<file path="src/rtl/seg7_scan_driver_if.sv">
// Bundle of control inputs and display outputs for seg7_scan_driver.
// The master side drives value/control; the slave side is the scan driver.
interface seg7_scan_driver_if #(
  parameter int DIGITS = 4
);
  localparam int IW = (DIGITS > 1) ? $clog2(DIGITS) : 1;

  logic                  en;
  logic                  load;
  logic [4*DIGITS-1:0]   value;
  logic [DIGITS-1:0]     dp_in;
  logic                  lz_en;
  logic [6:0]            seg;
  logic                  dp;
  logic [DIGITS-1:0]     an;
  logic [IW-1:0]         digit_idx;

  modport master (
    output en, load, value, dp_in, lz_en,
    input  seg, dp, an, digit_idx
  );

  modport slave (
    input  en, load, value, dp_in, lz_en,
    output seg, dp, an, digit_idx
  );
endinterface

</file>
<file path="src/rtl/seg7_scan_driver.sv">
// Multiplexed hex seven-segment driver: shadow-latched value, prescaled digit
// scan, leading-zero suppression, per-digit decimal point, selectable polarity.
module seg7_scan_driver #(
  parameter int DIGITS      = 4,
  parameter int REFRESH_DIV = 50000,
  parameter bit ACTIVE_LOW  = 1
) (
  input  logic              clock,
  input  logic              reset,
  seg7_scan_driver_if.slave bus
);
  localparam int   IW  = (DIGITS > 1) ? $clog2(DIGITS) : 1;
  localparam int   PW  = (REFRESH_DIV > 1) ? $clog2(REFRESH_DIV) : 1;
  localparam logic OFF = ACTIVE_LOW ? 1'b1 : 1'b0;

  typedef enum logic {
    SCAN_RUN,
    SCAN_HOLD
  } scan_state_t;

  logic [4*DIGITS-1:0] shadow_val;
  logic [DIGITS-1:0]   shadow_dp;
  logic [PW-1:0]       presc;
  logic [IW-1:0]       idx;
  scan_state_t         state;

  logic [3:0]          cur_nib;
  logic                cur_dp;
  logic                cur_blank;
  logic                all_zero;
  logic [DIGITS-1:0]   an_oh;
  logic [6:0]          seg_al;

  // Internal decode is active-low; polarity is applied once at the output register.
  function automatic logic [6:0] enc(input logic [3:0] n);
    case (n)
      4'h0: enc = 7'h40;
      4'h1: enc = 7'h79;
      4'h2: enc = 7'h24;
      4'h3: enc = 7'h30;
      4'h4: enc = 7'h19;
      4'h5: enc = 7'h12;
      4'h6: enc = 7'h02;
      4'h7: enc = 7'h78;
      4'h8: enc = 7'h00;
      4'h9: enc = 7'h10;
      4'hA: enc = 7'h08;
      4'hB: enc = 7'h03;
      4'hC: enc = 7'h46;
      4'hD: enc = 7'h21;
      4'hE: enc = 7'h06;
      default: enc = 7'h0E;
    endcase
  endfunction

  // Walk from the most significant digit down so all_zero covers "this and all higher".
  always_comb begin
    cur_nib   = 4'h0;
    cur_dp    = 1'b0;
    cur_blank = 1'b0;
    all_zero  = 1'b1;
    an_oh     = '0;
    for (int i = DIGITS - 1; i >= 0; i--) begin
      all_zero = all_zero && (shadow_val[4*i +: 4] == 4'h0);
      if (idx == IW'(i)) begin
        cur_nib   = shadow_val[4*i +: 4];
        cur_dp    = shadow_dp[i];
        cur_blank = bus.lz_en && all_zero && (i > 0);
        an_oh[i]  = 1'b1;
      end
    end
    seg_al = cur_blank ? 7'h7F : enc(cur_nib);
  end

  always_ff @(posedge clock) begin
    if (reset) begin
      shadow_val    <= '0;
      shadow_dp     <= '0;
      presc         <= '0;
      idx           <= '0;
      state         <= SCAN_HOLD;
      bus.seg       <= {7{OFF}};
      bus.dp        <= OFF;
      bus.an        <= {DIGITS{OFF}};
      bus.digit_idx <= '0;
    end else begin
      if (bus.load) begin
        shadow_val <= bus.value;
        shadow_dp  <= bus.dp_in;
      end
      state         <= bus.en ? SCAN_RUN : SCAN_HOLD;
      bus.digit_idx <= idx;
      if (bus.en) begin
        if (presc == PW'(REFRESH_DIV - 1)) begin
          presc <= '0;
          idx   <= (idx == IW'(DIGITS - 1)) ? '0 : idx + 1'b1;
        end else begin
          presc <= presc + 1'b1;
        end
        bus.seg <= ACTIVE_LOW ? seg_al  : ~seg_al;
        bus.dp  <= ACTIVE_LOW ? ~cur_dp : cur_dp;
        bus.an  <= ACTIVE_LOW ? ~an_oh  : an_oh;
      end else begin
        bus.seg <= {7{OFF}};
        bus.dp  <= OFF;
        bus.an  <= {DIGITS{OFF}};
      end
    end
  end
endmodule

</file>
<file path="src/flat_wrapper.sv">
// flat-port wrapper written by rule: the top's interface ports become plain ports
module seg7_scan_driver_flat 
#(
  parameter int DIGITS      = 4,
  parameter int REFRESH_DIV = 50000,
  parameter bit ACTIVE_LOW  = 1
)
  (clock, reset, bus_en, bus_load, bus_value, bus_dp_in, bus_lz_en, bus_seg, bus_dp, bus_an, bus_digit_idx);
  seg7_scan_driver_if #(.DIGITS(DIGITS)) bus_i ();
  input  logic clock;
  input  logic reset;
  input wire logic [$bits(bus_i.en)-1:0] bus_en;
  input wire logic [$bits(bus_i.load)-1:0] bus_load;
  input wire logic [$bits(bus_i.value)-1:0] bus_value;
  input wire logic [$bits(bus_i.dp_in)-1:0] bus_dp_in;
  input wire logic [$bits(bus_i.lz_en)-1:0] bus_lz_en;
  output wire logic [$bits(bus_i.seg)-1:0] bus_seg;
  output wire logic [$bits(bus_i.dp)-1:0] bus_dp;
  output wire logic [$bits(bus_i.an)-1:0] bus_an;
  output wire logic [$bits(bus_i.digit_idx)-1:0] bus_digit_idx;
  assign bus_i.en = bus_en;
  assign bus_i.load = bus_load;
  assign bus_i.value = bus_value;
  assign bus_i.dp_in = bus_dp_in;
  assign bus_i.lz_en = bus_lz_en;
  assign bus_seg = bus_i.seg;
  assign bus_dp = bus_i.dp;
  assign bus_an = bus_i.an;
  assign bus_digit_idx = bus_i.digit_idx;
  seg7_scan_driver #(.DIGITS(DIGITS), .REFRESH_DIV(REFRESH_DIV), .ACTIVE_LOW(ACTIVE_LOW)) u_core (.clock(clock), .reset(reset), .bus(bus_i));
endmodule
</file>
<file path="config.mk">
export PLATFORM = sky130hd
export DESIGN_NAME = seg7_scan_driver_flat
export DESIGN_NICKNAME = d
export VERILOG_FILES = /design/src/rtl/seg7_scan_driver_if.sv /design/src/rtl/seg7_scan_driver.sv /design/src/flat_wrapper.sv
export SDC_FILE = /design/constraint.sdc
export NUM_CORES = 1
export LEC_CHECK = 0
export BUFFER_PORTS_ARGS = -buffer_cell sky130_fd_sc_hd__buf_2
export CORE_ASPECT_RATIO = 1.2
export CORE_MARGIN = 2
export CORE_UTILIZATION = 40
export CTS_BUF_LIST = sky130_fd_sc_hd__clkbuf_8
export DETAILED_ROUTE_END_ITERATION = 6
export PLACE_DENSITY = 0.59
export SYNTH_ARGS = -nofsm -noshare
export SYNTH_HDL_FRONTEND = slang
export SYNTH_SLANG_ARGS = --single-unit
</file>
<file path="constraint.sdc">
create_clock -name clock -period 2.2 [get_ports clock]
set_input_delay 0.11 -clock clock [delete_from_list [all_inputs] [get_ports clock]]
set_output_delay 0.11 -clock clock [all_outputs]
set_load 0.005 [all_outputs]
</file>
==> flow_summary.toml <==
[synth]
ys_seq_area_frac = 0.435
ys_seq_elements = 52
syn_inst = 254
synth_top_family_by_area = "simple AND/OR/NAND/NOR gates"
synth_cell_types = 44
syn-num-nets = 290
synthSimpleGateAreaFrac = 0.201
post-synth-top-area-fraction = 0.435
synth-edff-count = 0
synth_compound_area_frac = 0.102
synthAdderAreaFrac = 0.0575
synth_flop_cell = "dfxtp_1"
synth.largest_area_cell = "dfxtp_1"
muxShareOfSynthArea = 0.0961
avgSynthCellArea_um2 = 9.43
synth_area_mm2 = 0.00239
synthTopCellsByArea = "dfxtp_1 (43%), mux2i_1 (9.6%), nor2_1 (6.9%)"
synth_xor_area_frac = 0.0585
async_flop_share = 0
yosys_warnings = 0

[clock_tree]
numCtsBuffers = 5
clock_latency_ns = 0.30
cts_root_buffer = "clkbuf_8"
clock_sinks = 52
path_clk_slew_ns = 0.09
cts_tree = "built"
clockBufferDepth = 2
h-tree-depth = 2

[detailed_routing]
wl_um = 4740
wire_per_inst_um = 12.4
firstDrtPassIters = 4
drt_iter0_drc = 51
ant_nets = 0
drcViolationCount = 0
avgViaCountPerCell = 4.88
via_count = 1860

[global_routing]
grt_pass1_vias = 1800
grt_first_pass_wirelength_um = 8090
overflow = 0
grt_usage = 0.156
antenna_found_initial = 0
grt_max_degree = 27

[die]
core_mm2 = 0.00571
ioPinCount = 39
start_util = 0.420
fp.dieW_um = 74.6
rows = 30
die_area_mm2 = 0.00662
die_y_um = 88.8

[timing]
tightest_slew_ns = 0.603
timing.final.crit_period_ns = 2.13
fin_crit_sh = 0.966
whs_ns = 0.0465
skew_ns = 0.00565
max_freq_ghz = 0.471
setup_viol = 0
finalHoldViolCount = 0
rsz0062_at_grt = "no"
fin_tns_setup_ns = 0
slew_violations = 0
relSlewSlack = 0.598

[power]
irDropWorstVdd_v = 0.000423
p_leak_nw = 1.19
p_total_mw = 1.79
powerDensity_mw_per_mm2 = 631

[critical_path]
setup.worst_path.end_class = "flip-flop"
path_max_fanout = 7
arrival_ns = 2.33
crit_required_ns = 2.41
path_class = "reg2reg"
start_kind = "flip-flop"
rr_worst_depth = 10

[place]
place_area_mm2 = 0.00270
place_congestion = 0.887
portBuffers = 38
dpl.hpwl_um = 3520
place_inst = 372

[cells_and_area]
drive_above_1_share = 0.243
antenna_cells = 0
finalInstanceArea_mm2 = 0.00284
final_nets = 336
fillers = 571
syn_to_final_growth_pct = 18.8
layout_common_cells = "dfxtp_1 (50), nor2_1 (44), buf_2 (38)"
fin_cells = 381
layout_commonest_cell = "dfxtp_1"

[hold_path]
min_path_type = "in2reg"
min_path_cells = 3

[status]
status = "finished, final reports clean"

[run]
maxCapViolations = 0
per-stage QoR:
stage	util	worst slack [ns]
6_report	0.498	0.0746
5_1_grt	0.498	0.00273
4_1_cts	0.494	0.00836
3_5_place_dp	0.473	-0.00292
3_3_place_gp	0.473	0.0741
2_1_floorplan	-	0.0645
area by class of cell:
type / instances / area [um^2] / area share
clock inverter: 3 / 38.8 / 0.0136
multi-input combinational: 178 / 1260 / 0.442
clock buffer: 5 / 68.8 / 0.0242
timing repair buffer: 51 / 288 / 0.101
tap: 80 / 100 / 0.0352
inverter: 12 / 45.0 / 0.0158
sequential: 52 / 1050 / 0.368
worst max-delay path, stage by stage, from the launching register on:
cell	delay (ns)
dfxtp_4	0.39
inv_1	0.08
ha_2	0.24
buf_4	0.17
o21ai_1	0.21
a22oi_1	0.12
buf_4	0.17
ha_1	0.29
nor2_1	0.05
a211o_1	0.26
o311ai_1	0.07
sequential cells by signal, indices dropped and copies added, names as in the netlist:
name / flops
u_core.idx: 2
u_core.shadow_dp: 4
u_core.bus.an: 4
u_core.bus.dp: 1
u_core.bus.digit_idx: 2
u_core.shadow_val: 16
u_core.bus.seg: 7
u_core.presc: 16
path summary, 6_finish.rpt:
check                             from                   end  slack [ns]
hold / removal            bus_value[9]  u_core.shadow_val[9]        0.05
setup / recovery         u_core.idx[0]     u_core.bus.seg[1]        0.07
hold reg to reg   u_core.shadow_val[4]  u_core.shadow_val[4]        0.51
setup reg to reg         u_core.idx[0]     u_core.bus.seg[1]        0.07
power breakdown:
part,total [mW],switching (mW),internal [mW]
Sequential,0.998,0.0232,0.975
Clock,0.630,0.297,0.333
Combinational,0.167,0.0855,0.0810
cells in the mapped netlist, types with 3 or more instances:
library cell and n:
dfxtp_1 52, nor2_1 44, mux2i_1 23, nand2_1 15, ha_1 11, inv_1 10
a21oi_1 9, xnor2_1 9, xor2_1 7, buf_2 6, nand4_1 6, nand3_1 5
o221ai_1 4, a21oi_2 3, and4_1 3, buf_6 3, clkbuf_1 3, nand3b_1 3
nor3_1 3
repair_timing:
item	in CTS	in global routing
endpoints found under the setup margin	3	7
hold buffers	0	0
setup buffers	1	0
gates resized for setup	1	7
logic make-up (layout without fill, tap and decap cells):
logic type,Yosys count,in the layout
buf+inv,24,71
xor+xnor,16,16
simple gates,96,96
flops,52,52
compound gates,32,32
mux,23,23
fa+ha+maj,11,11
metal layers:
| metal | up-vias | global-route usage | part of all wire | wire length [um] |
|---|---|---|---|---|
| met5 | - | 0 | 0 | 0 |
| met3 | 8 | 0.0376 | 0.041 | 196 |
| met4 | 0 | 0.0503 | 0.016 | 74 |
| li1 | 971 | - | - | - |
| met1 | 848 | 0.191 | 0.46 | 2190 |
| met2 | 33 | 0.267 | 0.48 | 2280 |
No activity file was read; power rests on OpenSTA's default activity.
